## config.mk

```make
export PLATFORM = sky130hd
export DESIGN_NAME = swo_word_packer_flat
export DESIGN_NICKNAME = d
export VERILOG_FILES = /design/src/rtl/swo_word_packer_if.sv /design/src/rtl/swo_word_packer.sv /design/src/flat_wrapper.sv
export SDC_FILE = /design/constraint.sdc
export NUM_CORES = 1
export LEC_CHECK = 0
export BUFFER_PORTS_ARGS = -buffer_cell sky130_fd_sc_hd__buf_2
export CAP_MARGIN = 10
export CORE_ASPECT_RATIO = 0.7
export CORE_UTILIZATION = 56
export DETAILED_ROUTE_END_ITERATION = 8
export MAX_ROUTING_LAYER = met4
export PLACE_DENSITY = 0.8
export SYNTH_ARGS = -nofsm -noshare
export SYNTH_HDL_FRONTEND = slang
export SYNTH_SLANG_ARGS = --single-unit
```

## constraint.sdc

```tcl
create_clock -name clk -period 3.85 [get_ports clk]
set_input_delay 0.77 -clock clk [delete_from_list [all_inputs] [get_ports clk]]
set_output_delay 0.77 -clock clk [all_outputs]
set_load 0.1 [all_outputs]
```

## src/rtl/swo_word_packer_if.sv

```systemverilog
// Word-side handshake of the SWO word packer.
// master drives wordOut/wordLen/wordValid and samples wordReady; slave is the consumer.
interface swo_word_packer_if;
    logic [31:0] wordOut;
    logic [2:0]  wordLen;
    logic        wordValid;
    logic        wordReady;

    modport master (
        output wordOut,
        output wordLen,
        output wordValid,
        input  wordReady
    );

    modport slave (
        input  wordOut,
        input  wordLen,
        input  wordValid,
        output wordReady
    );
endinterface

```

## src/rtl/swo_word_packer.sv

```systemverilog
// SWO word packer: turns the decoder's toggling byteAvail into byte strobes,
// packs bytes little-endian into 32-bit words, flushes partial words after an
// idle timeout and queues words in a first-word-fall-through FIFO.
// Ports: clk, rst (sync, active-high); byteAvail/completeByte from the decoder;
// word_if (wordOut, wordLen, wordValid, wordReady) to the packet layer;
// overflow (sticky drop flag) with clearOverflow; fifoLevel (words held).
module swo_word_packer #(
    parameter int FIFO_AW        = 4,
    parameter int TIMEOUT_CYCLES = 4096,
    parameter int CNT_W          = 16
) (
    input  logic                clk,
    input  logic                rst,
    input  logic                byteAvail,
    input  logic [7:0]          completeByte,
    swo_word_packer_if.master   word_if,
    output logic                overflow,
    input  logic                clearOverflow,
    output logic [FIFO_AW:0]    fifoLevel
);

    localparam int DEPTH = 1 << FIFO_AW;
    localparam logic [FIFO_AW:0] DEPTH_L = (FIFO_AW + 1)'(DEPTH);
    localparam logic [CNT_W-1:0] IDLE_LAST =
        CNT_W'((TIMEOUT_CYCLES == 0) ? 0 : TIMEOUT_CYCLES - 1);
    localparam bit FLUSH_EN = (TIMEOUT_CYCLES != 0);

    logic                avail_prev_q;
    logic [31:0]         acc_q, acc_d;
    logic [1:0]          acc_cnt_q, acc_cnt_d;
    logic [CNT_W-1:0]    idle_q, idle_d;
    logic                pend_vld_q, pend_vld_d;
    logic [31:0]         pend_word_q, pend_word_d;
    logic [2:0]          pend_len_q, pend_len_d;
    logic [34:0]         mem_q [DEPTH];
    logic [34:0]         mem_d [DEPTH];
    logic [FIFO_AW-1:0]  wr_ptr_q, wr_ptr_d;
    logic [FIFO_AW-1:0]  rd_ptr_q, rd_ptr_d;
    logic [FIFO_AW:0]    level_q, level_d;
    logic                overflow_q, overflow_d;

    logic        strobe;
    logic [31:0] acc_with_byte;
    logic        valid;
    logic        pop;
    logic        push_ok;
    logic        drop;

    assign strobe = byteAvail ^ avail_prev_q;
    assign acc_with_byte = acc_q | (32'(completeByte) << {acc_cnt_q, 3'b000});

    // Accumulator, idle timer and the one-cycle pending word stage.
    always_comb begin
        acc_d       = acc_q;
        acc_cnt_d   = acc_cnt_q;
        idle_d      = idle_q;
        pend_vld_d  = 1'b0;
        pend_word_d = pend_word_q;
        pend_len_d  = pend_len_q;
        if (strobe) begin
            // A strobe always beats a coincident timeout.
            idle_d = '0;
            if (acc_cnt_q == 2'd3) begin
                pend_vld_d  = 1'b1;
                pend_word_d = acc_with_byte;
                pend_len_d  = 3'd4;
                acc_d       = '0;
                acc_cnt_d   = 2'd0;
            end else begin
                acc_d     = acc_with_byte;
                acc_cnt_d = acc_cnt_q + 2'd1;
            end
        end else if (acc_cnt_q != 2'd0) begin
            if (FLUSH_EN && idle_q == IDLE_LAST) begin
                pend_vld_d  = 1'b1;
                pend_word_d = acc_q;
                pend_len_d  = {1'b0, acc_cnt_q};
                acc_d       = '0;
                acc_cnt_d   = 2'd0;
                idle_d      = '0;
            end else begin
                idle_d = idle_q + CNT_W'(1);
            end
        end else begin
            idle_d = '0;
        end
    end

    assign valid   = (level_q != '0);
    assign pop     = valid && word_if.wordReady;
    // A full FIFO still takes the word when the head leaves on the same edge.
    assign push_ok = pend_vld_q && ((level_q != DEPTH_L) || pop);
    assign drop    = pend_vld_q && !push_ok;

    always_comb begin
        mem_d    = mem_q;
        wr_ptr_d = wr_ptr_q;
        rd_ptr_d = rd_ptr_q;
        level_d  = level_q;
        if (push_ok) begin
            mem_d[wr_ptr_q] = {pend_len_q, pend_word_q};
            wr_ptr_d        = wr_ptr_q + FIFO_AW'(1);
        end
        if (pop) begin
            rd_ptr_d = rd_ptr_q + FIFO_AW'(1);
        end
        unique case ({push_ok, pop})
            2'b10:   level_d = level_q + (FIFO_AW + 1)'(1);
            2'b01:   level_d = level_q - (FIFO_AW + 1)'(1);
            default: level_d = level_q;
        endcase
    end

    always_comb begin
        overflow_d = overflow_q;
        if (drop) begin
            overflow_d = 1'b1;
        end else if (clearOverflow) begin
            overflow_d = 1'b0;
        end
    end

    // availPrev tracks byteAvail even in reset so release never fakes a strobe.
    always_ff @(posedge clk) begin
        avail_prev_q <= byteAvail;
        if (rst) begin
            acc_q       <= '0;
            acc_cnt_q   <= '0;
            idle_q      <= '0;
            pend_vld_q  <= 1'b0;
            pend_word_q <= '0;
            pend_len_q  <= '0;
            wr_ptr_q    <= '0;
            rd_ptr_q    <= '0;
            level_q     <= '0;
            overflow_q  <= 1'b0;
        end else begin
            acc_q       <= acc_d;
            acc_cnt_q   <= acc_cnt_d;
            idle_q      <= idle_d;
            pend_vld_q  <= pend_vld_d;
            pend_word_q <= pend_word_d;
            pend_len_q  <= pend_len_d;
            wr_ptr_q    <= wr_ptr_d;
            rd_ptr_q    <= rd_ptr_d;
            level_q     <= level_d;
            overflow_q  <= overflow_d;
        end
    end

    // Storage needs no reset: the pointers define what is visible.
    always_ff @(posedge clk) begin
        mem_q <= mem_d;
    end

    // Empty FIFO presents zeros rather than stale storage.
    assign word_if.wordValid = valid;
    assign word_if.wordOut   = valid ? mem_q[rd_ptr_q][31:0] : 32'd0;
    assign word_if.wordLen   = valid ? mem_q[rd_ptr_q][34:32] : 3'd0;
    assign overflow          = overflow_q;
    assign fifoLevel         = level_q;

endmodule
```

## src/flat_wrapper.sv

```systemverilog
// flat-port wrapper written by rule: the top's interface ports become plain ports
module swo_word_packer_flat 
#(
    parameter int FIFO_AW        = 4,
    parameter int TIMEOUT_CYCLES = 4096,
    parameter int CNT_W          = 16
)
  (clk, rst, byteAvail, completeByte, overflow, clearOverflow, fifoLevel, word_if_wordOut, word_if_wordLen, word_if_wordValid, word_if_wordReady);
  swo_word_packer_if word_if_i ();
  input  logic clk;
  input  logic rst;
  input  logic byteAvail;
  input  logic [7:0] completeByte;
  output logic overflow;
  input  logic clearOverflow;
  output logic [FIFO_AW:0] fifoLevel;
  output wire logic [$bits(word_if_i.wordOut)-1:0] word_if_wordOut;
  output wire logic [$bits(word_if_i.wordLen)-1:0] word_if_wordLen;
  output wire logic [$bits(word_if_i.wordValid)-1:0] word_if_wordValid;
  input wire logic [$bits(word_if_i.wordReady)-1:0] word_if_wordReady;
  assign word_if_wordOut = word_if_i.wordOut;
  assign word_if_wordLen = word_if_i.wordLen;
  assign word_if_wordValid = word_if_i.wordValid;
  assign word_if_i.wordReady = word_if_wordReady;
  swo_word_packer #(.FIFO_AW(FIFO_AW), .TIMEOUT_CYCLES(TIMEOUT_CYCLES), .CNT_W(CNT_W)) u_core (.clk(clk), .rst(rst), .byteAvail(byteAvail), .completeByte(completeByte), .word_if(word_if_i), .overflow(overflow), .clearOverflow(clearOverflow), .fifoLevel(fifoLevel));
endmodule
```

==> out/qor.yml, run 1 <==
synth_top_family_by_area: "multiplexers"
synth_cell_types: 46
grt_overflow: 0
synth-edff-count: 560
rsz0062_at_grt: "false"
synth_top_cell_by_area: "edfxtp_1"
r2r_start: "u_core.fifoLevel[1]"
cts_sinks: 661
path_clk_slew_ns: 0.06
crit_type: "reg2out"
worst_skew_pair.late_latency_ns: 0.60
status: "complete, no violations"
grt_pass1_vias: 14200
drv_cap: 0
worst_pin_slew_ns: 1.08
synth_compound_area_share_pct: 6.24
path_max_fanout: 21
cp.depth: 5
ctsHoldBuffers: 0
port_buffers: 54
drt_iter0_drc: 1539
drc: 0
hp-start: "byteAvail"
synthTopCellsByArea: "edfxtp_1 65%, mux4_2 12%, dfxtp_1 7.8%, a211oi_1 3.2%, nor2_1 1.4%"
die_h_microns: 182
grt_pass1_wl_microns: 88000
ys_ff_latch: 661
critical_path.cell_chain: "or4_1 -> nor2_4 -> buf_12 -> a211oi_1 -> buf_2"
synth_most_common_cell: "edfxtp_1"
synthAdderAreaFrac_pct: 0.580
cp_top_family: "simple AND/OR/NAND/NOR gates"
synth-async-reset-ratio_pct: 0
rrSetupSlack_ns: 0.37
drv_slew: 0
worstRegToRegCells: 10
routedWlPerCell_microns: 27.2
yosys_warnings: 0
min_to: "u_core.avail_prev_q"
grt_usage_pct: 26.2
period_needed_ns: 3.74
nNetsFinal: 1528
max_stage_delay_ns: 0.67
critPathBufInv: 2
dieArea_sq_um: 47100
antenna_found_initial: 3
holdPathStages: 1
grt_max_degree: 63
areaGrowthSynthToFinish_pct: 12.4
root_buffer: "clkbuf_16"
cts_tree: "built"
synth_mux_area_share_pct: 13.6
fin_ws_ns: 0.113
drt_pass1_iterations: 5
yosys-top-cells-count: "560 x edfxtp_1, 140 x mux4_2, 110 x a211oi_1, 101 x dfxtp_1, 99 x nor2_1"
drt-total-wl_microns: 58500
skew_ns: 0.0179
crit_slowest_cell: "or4_1"
ys.flop_type: "edfxtp_1"
core-area_sq_um: 45300
synthCells: 1427
place_hpwl_microns: 31900
start_util_pct: 57.1
worst_ep_required_time_ns: 3.08
antenna_left: 0
setup-violations-final: 0
synth_area_per_cell_sq_um: 18.1
crit_arrival_ns: 2.97
timing.rr.end: "u_core.fifoLevel[4]"
synth-simple-area-share_pct: 4.24
power_density_nw_per_um2: 695
vdd_drop_max_mv: 0.707
cp-end-kind: "output pin"
place_ws_ns: 0.402
synth_area_sq_um: 25900
fin_crit_sh_pct: 97.1
numCtsBuffers: 58
seq_area_frac_synth_pct: 72.8
ios: 55
htree_num_levels: 2
synthXorXnorAreaFrac_pct: 0.778
place_congestion: 0.900
hold_viol_final: 0
maxSlewHeadroom_pct: 27.7
drive_gt1_share_pct: 23.2
synth_top_area_share_pct: 65.0
hp-class: "in2reg"
vias: 13900
p_leak_nw: 8.67
cts_buffer_depth: 3
cp-start-kind: "register"
die_w_microns: 259
rows: 65
fin_hold_ws_ns: 0.355
clock.fmax_mhz: 268
via_per_inst: 6.46
syn_nets: 1452
how the worst max path moves through the flow:
stage                   startpoint                   to  slack [ns]
4_1_cts         u_core.rd_ptr_q[0]  word_if_wordOut[16]        0.02
2_1_floorplan  u_core.fifoLevel[1]  word_if_wordOut[22]       -0.95
3_3_place_gp   u_core.fifoLevel[1]  u_core.fifoLevel[4]        0.46
6_report       u_core.fifoLevel[1]  word_if_wordOut[29]        0.11
5_1_grt         u_core.rd_ptr_q[1]   word_if_wordOut[2]        0.06
3_5_place_dp   u_core.fifoLevel[1]  u_core.fifoLevel[4]        0.40
registers in the layout, summed over array words and instances, names as in the netlist:
register	count
u_core.acc_cnt_q	2
u_core.acc_q	32
u_core.avail_prev_q	1
u_core.fifoLevel	5
u_core.idle_q	16
u_core.mem_q	560
u_core.overflow	1
u_core.pend_len_q	3
u_core.pend_vld_q	1
u_core.pend_word_q	32
u_core.rd_ptr_q	4
u_core.wr_ptr_q	4
layout make-up:
class                      count  area [sq um]
inverter                      14          52.6
sequential                   661         18900
clock inverter                23           244
clock buffer                  84          1610
tap                          603           754
multi-input combinational    659          6760
fill                        2967         16200
timing repair buffer         109           823
antenna                        3          7.51
kinds of logic after synthesis:
logic type,count (synthesis)
compound gates,226
flops,661
fa+ha+maj,12
simple gates,221
buf+inv,107
xor+xnor,23
mux,177
where the power goes:
group | leakage, nW | switching [W] | internal (W)
sequential | 5.69 | 0.000182 | 0.00775
combinational | 2.08 | 0.00504 | 0.00152
clock | 0.900 | 0.00250 | 0.00323
through the flow:
step | power [W] | setup TNS (ns) | util [%] | cell area (sq um) | cells
2_1_floorplan | 0.0133 | -32.38 | - | 25900 | 1427
3_3_place_gp | 0.0146 | 0 | 60.0 | 27200 | 2043
3_5_place_dp | 0.0146 | 0 | 60.0 | 27200 | 2043
4_1_cts | 0.0203 | 0 | 64.2 | 29100 | 2152
5_1_grt | 0.0208 | 0 | 64.2 | 29100 | 2156
6_report | 0.0202 | 0 | 64.2 | 29100 | 2156
per-layer routing:
layer  vias up  routed length (microns)  track usage (%)  share of wire, %
li1       5932                        -                -                 -
met1      7203                    23400             35.2                40
met2       681                    28300             40.7                48
met3       116                     5140             5.28               8.8
met4         0                     1650             7.91               2.8
met5         -                        0                -                 0
repair_timing:
action / 4_1_cts / 5_1_grt
pin swaps: 0 / 0
endpoints found under the setup margin: 7 / 12
endpoints found under the hold margin: 0 / 0
gates resized for setup: 1 / 1
buffers inserted: 2 / 1
cells in the final DEF (no fill, tap or decap), types with 4 or more instances in the layout:
cell       instances
dfxtp_1           97
buf_2             53
a21oi_1           47
edfxtp_1         560
mux2i_1           37
o211ai_1           5
nand4_1            5
clkinv_2           8
nor3_4             4
xor2_1             9
buf_4             45
ha_1              12
nor3_1            14
nor2_4            13
clkbuf_8           4
inv_1             14
nand2b_1           5
clkbuf_1          21
bufinv_16          5
a2111oi_0         24
nor2_1            86
clkbuf_16         59
mux4_2           140
or4_1              4
buf_12            11
nand2_1           15
nor2b_1           46
nand3_1           11
nor4_1             5
xnor2_1           12
a211oi_1         109
clkinv_1           5
o21a_1            29
dfxtp_4            4
Power figures use the tool's default switching activity.
==> run 2, diff against run 1 <==
--- a/config.mk
+++ b/config.mk
@@ -11,7 +11,7 @@
 export CORE_UTILIZATION = 56
 export DETAILED_ROUTE_END_ITERATION = 8
 export MAX_ROUTING_LAYER = met4
-export PLACE_DENSITY = 0.8
+export PLACE_DENSITY_LB_ADDON = 0.1
 export SYNTH_ARGS = -nofsm -noshare
 export SYNTH_HDL_FRONTEND = slang
 export SYNTH_SLANG_ARGS = --single-unit
==> run 2 against run 1 <==
  * Final cell count increased by 0.46%
  * Critical path depth increased by 1
  * Combinational power rose by 1%
  * Total power shrank 0.63%
  * Setup slack improved by 0.042 ns
  * Via count is 3.0% lower
  * Critical endpoint is now word_if_wordOut[11]
  * Largest cell class unchanged
  * Largest power group unchanged
==> out/qor.yml, run 2 (same netlist as run 1, synthesis figures left out) <==
status: "complete, no violations"
numCtsBuffers: 59
cts_setup_buffers: 0
period_needed_ns: 3.69
power_density_nw_per_um2: 687
mostFrequentLayoutCells: "560 x edfxtp_1, 140 x mux4_2, 110 x a211oi_1"
core-area_sq_um: 45300
largest_reg_flops: 560
skew_ns: 0.0163
crit_type: "reg2out"
p_leak_nw: 8.75
cp-start-kind: "register"
drt_iter0_drc: 1089
reg_top3: "u_core.mem_q (560), u_core.acc_q (32), u_core.pend_word_q (32)"
place_ws_ns: 0.383
holdPathStages: 1
via_per_inst: 6.24
areaGrowthSynthToFinish_pct: 13.0
rows: 65
cts_sinks: 661
post-route-util_pct: 64.6
grt_max_degree: 46
maxSlewHeadroom_pct: 25.3
drt_pass1_iterations: 5
drive_gt1_share_pct: 23.8
cts_buffer_depth: 3
path_max_fanout: 26
fin_crit_sh_pct: 96.0
met2_length_microns: 26600
crit_path_start: "u_core.rd_ptr_q[0]"
root_buffer: "clkbuf_16"
setup-violations-final: 0
layout_commonest_cell: "edfxtp_1"
ios: 55
place_hpwl_microns: 31400
rsz0062_at_grt: "false"
drt-total-wl_microns: 56700
largest-register: "u_core.mem_q"
die_w_microns: 259
nNetsFinal: 1539
fillerInstances: 3096
start_util_pct: 57.1
worst_pin_slew_ns: 1.11
routedWlPerCell_microns: 26.2
htree_num_levels: 2
drv_cap: 0
antenna_left: 0
crit_arrival_ns: 2.92
cp-end-kind: "output pin"
port_buffers: 54
die_h_microns: 182
worst_skew_pair.late_latency_ns: 0.60
clock.fmax_mhz: 271
dieArea_sq_um: 47100
cts_tree: "built"
grt_overflow: 0
grt_pass1_wl_microns: 85900
wl_met3_microns: 2990
drv_slew: 0
top_layer: "met4"
worstRegToRegCells: 10
place_congestion: 0.855
path_clk_slew_ns: 0.06
hold_viol_final: 0
worst_ep_required_time_ns: 3.08
hp-start: "byteAvail"
hp-class: "in2reg"
antenna_found_initial: 1
vias: 13500
grt_pass1_vias: 13700
r2r_start: "u_core.fifoLevel[1]"
met1_length_microns: 25800
power_w: 0.0201
ctsHoldBuffers: 0
drc: 0
grt_usage_pct: 25.5
fin_ws_ns: 0.155
vdd_drop_max_mv: 1.01
post_cts_resized: 0
## run 2: cell types whose count changed in the layout (fill, tap and decap cells not counted), moves of 2 or more
cell	previous run	this run
buf_12	11	22
bufinv_16	5	2
clkbuf_8	4	2
clkinv_1	5	3
clkinv_2	8	17
clkinvlp_2	2	0
diode_2	3	1
## run 2: per-stage QoR
stage	setup TNS [ns]	cells	hold WS, ns	cell area (sq um)
floorplan	-32.38	1427	0.438	25900
global placement	0	2048	0.450	27400
detailed placement	0	2048	0.461	27400
CTS	0	2157	0.342	29200
global route	0	2166	0.354	29300
finish	0	2166	0.364	29300
## run 2: cell type report
type	instances	area, sq um	area share, %
Antenna cell	1	2.50	0.00855
Clock buffer	83	1610	5.49
Clock inverter	26	200	0.684
Inverter	14	52.6	0.180
Multi-Input combinational cell	659	6750	23.1
Sequential cell	661	18900	64.4
Tap cell	603	754	2.58
Timing Repair Buffer	119	1040	3.54
## run 2: where the power goes
| part | switching (W) | internal [W] |
|---|---|---|
| Sequential | 0.000146 | 0.00775 |
| Clock | 0.00250 | 0.00305 |
| Combinational | 0.00507 | 0.00159 |
## run 2: routing by layer
metal / track usage (%) / vias to the layer above
met5: - / -
met4: 5.96 / 0
met3: 3.35 / 80
met2: 38.8 / 379
met1: 37.0 / 7078
li1: - / 5972
## run 2: worst paths after layout
| path | slack (ns) | to |
|---|---|---|
| worst max-delay path | 0.16 | word_if_wordOut[11] |
| worst min-delay path | 0.36 | u_core.avail_prev_q |
| worst max register to register | 0.34 | u_core.fifoLevel[4] |
| worst min register to register | 0.47 | u_core.idle_q[0] |
## run 2: critical path, cell delays in order (launching register included)
cell      delay [ns]
dfxtp_4         0.55
buf_12          0.26
buf_4           0.25
mux4_2          0.52
mux2i_1         0.22
a211oi_1        0.14
buf_2           0.35
==> run 3, diff against run 2 <==
--- a/config.mk
+++ b/config.mk
@@ -7,7 +7,6 @@
 export LEC_CHECK = 0
 export BUFFER_PORTS_ARGS = -buffer_cell sky130_fd_sc_hd__buf_2
 export CAP_MARGIN = 10
-export CORE_ASPECT_RATIO = 0.7
 export CORE_UTILIZATION = 56
 export DETAILED_ROUTE_END_ITERATION = 8
 export MAX_ROUTING_LAYER = met4
==> run 3 against run 2 <==
  * Clock skew fell by 0.0011 ns
  * Sequential power up 0.5%
  * Global-route usage increased by 0.70 points
  * Total power grew 5.4%
  * Sequential cell count did not move
  * Core utilization grew 0.56 points
  * Maximum frequency is 1.8% lower
  * Final cell count hardly changed
  * Critical path depth up 1
  * Worst hold slack improved by 0.018 ns
  * Critical path type unchanged
  * Sequential share of layout area is 0.80 points lower
==> out/qor.yml, run 3 (same netlist as run 1, synthesis figures left out) <==
status: "complete, no violations"
antenna_left: 0
clock.fmax_mhz: 266
timing.rr.end: "u_core.fifoLevel[4]"
drt_iter0_drc: 1145
crit_path_start: "u_core.rd_ptr_q[1]"
die_w_microns: 217
worst_ep_required_time_ns: 3.08
seq_power_share_pct: 37.5
r2r_start: "u_core.fifoLevel[1]"
root_buffer: "clkbuf_16"
largest_reg_flops: 560
rrSetupSlack_ns: 0.33
fillerInstances: 3144
clkPwrFrac_pct: 31.3
dieArea_sq_um: 47100
path_max_fanout: 17
maxSlewHeadroom_pct: 25.5
crit_arrival_ns: 2.99
grt_overflow: 0
fin_ws_ns: 0.0888
worstRegToRegCells: 10
cts_tree: "built"
sw_frac_of_total_pct: 37.1
drv_cap: 0
hp-class: "in2reg"
port_buffers: 54
place_ws_ns: 0.355
antenna_cells: 0
worst_pin_slew_ns: 1.11
cts_buffer_depth: 3
worst_skew_pair.late_latency_ns: 0.59
setup-violations-final: 0
ctsHoldBuffers: 0
numCtsBuffers: 67
hold_viol_final: 0
cts_sinks: 661
period_needed_ns: 3.76
combPwrFrac_pct: 31.2
p_leak_nw: 8.92
ios: 55
areaGrowthSynthToFinish_pct: 14.5
crit_slowest_cell: "a211oi_1"
nNetsFinal: 1542
crit_type: "reg2out"
place_hpwl_microns: 33200
rsz0062_at_grt: "false"
drv_slew: 0
critical_path.cell_chain: "buf_12 -> buf_12 -> mux4_2 -> nor2b_1 -> a211oi_1 -> a211oi_1 -> clkbuf_4"
grt_usage_pct: 26.2
use_met3_pct: 4.11
drc: 0
max_stage_delay_ns: 0.56
vias: 13700
power_density_nw_per_um2: 715
grt_max_degree: 42
via_per_inst: 6.34
top_usage_layer: "met2"
drive_gt1_share_pct: 24.2
drt-total-wl_microns: 58000
core-area_sq_um: 45500
antenna_found_initial: 1
cp-end-kind: "output pin"
reg_top3: "u_core.mem_q (560), u_core.acc_q (32), u_core.pend_word_q (32)"
min_to: "u_core.avail_prev_q"
drt_pass1_iterations: 5
vdd_drop_max_mv: 0.952
fin_crit_sh_pct: 97.7
fin_hold_ws_ns: 0.382
path_clk_slew_ns: 0.06
internal_power_w: 0.0133
mostFrequentLayoutCells: "560 x edfxtp_1, 140 x mux4_2, 110 x a211oi_1"
skew_ns: 0.0151
routedWlPerCell_microns: 26.8
die_h_microns: 217
hp-start: "byteAvail"
start_util_pct: 56.9
grt_pass1_vias: 13900
gr-usage-met2_pct: 38.8
cp-start-kind: "register"
grt_pass1_wl_microns: 87200
largest-register: "u_core.mem_q"
power.net_switching_w: 0.00786
grt_use_met1_pct: 37.7
place_congestion: 0.837
holdPathStages: 1
layout_commonest_cell: "edfxtp_1"
rows: 78
htree_num_levels: 3
run 3: cell types whose count changed in the layout (fill, tap and decap cells not counted), moves of 2 or more:
cell       before  now
buf_12         22   20
buf_4          44   40
bufinv_16       2    8
clkbuf_1       21   14
clkbuf_16      60   71
clkbuf_4        0    2
clkbuf_8        2    6
clkinv_1        3    7
clkinv_2       17    8
run 3: per-stage QoR:
stage | util (%) | instance area [sq um] | setup TNS [ns] | power [W] | instances
global placement | 60.2 | 27400 | 0 | 0.0146 | 2047
global route | 65.1 | 29600 | 0 | 0.0218 | 2165
detailed placement | 60.2 | 27400 | 0 | 0.0147 | 2047
CTS | 65.1 | 29600 | 0 | 0.0213 | 2164
finish | 65.1 | 29600 | 0 | 0.0212 | 2165
floorplan | - | 25900 | -32.38 | 0.0133 | 1427
run 3: power groups by stage:
stage	sequential (W)	clock [W]	combinational (W)
final	0.00793	0.00663	0.00661
after global routing	0.00794	0.00699	0.00687
after global placement	0.00810	0	0.00654
after detailed placement	0.00811	0	0.00657
after floorplan	0.00812	0	0.00515
after CTS	0.00796	0.00673	0.00658
run 3: final cells by class:
cell class | count | area (sq um) | area share, %
flip-flops and latches | 661 | 18900 | 63.6
well taps | 600 | 751 | 2.53
inverters | 14 | 52.6 | 0.177
clock inverters | 26 | 332 | 1.12
multi-input cells | 659 | 6750 | 22.8
repair buffers | 114 | 976 | 3.29
clock buffers | 91 | 1910 | 6.45
run 3: metal layers:
layer,share of wire [%],up-vias
met5,0,-
met4,2.4,0
met3,7.0,90
met2,47,494
met1,43,7178
li1,-,5968
run 3: worst max path at each step:
stage | end | slack, ns | depth (start not counted)
2_1_floorplan | word_if_wordOut[22] | -0.95 | 5
3_3_place_gp | u_core.fifoLevel[4] | 0.47 | 10
3_5_place_dp | u_core.fifoLevel[4] | 0.35 | 9
4_1_cts | word_if_wordOut[23] | 0.01 | 5
5_1_grt | word_if_wordLen[1] | 0.0006 | 6
6_report | word_if_wordOut[17] | 0.09 | 7
run 3: critical path, delay by kind of cell (launching register included):
| kind | cells | cell delay [ns] |
|---|---|---|
| AO/OA/AOI/OAI | 2 | 0.63 |
| AND/OR/NAND/NOR | 1 | 0.15 |
| buffers and inverters | 3 | 0.89 |
| multiplexers | 1 | 0.23 |
| flip-flops | 1 | 0.49 |
run 3: repair_timing:
item / CTS / global route
endpoints found under the setup margin: 0 / 11
gates resized for setup: 0 / 2
buffers inserted: 0 / 1
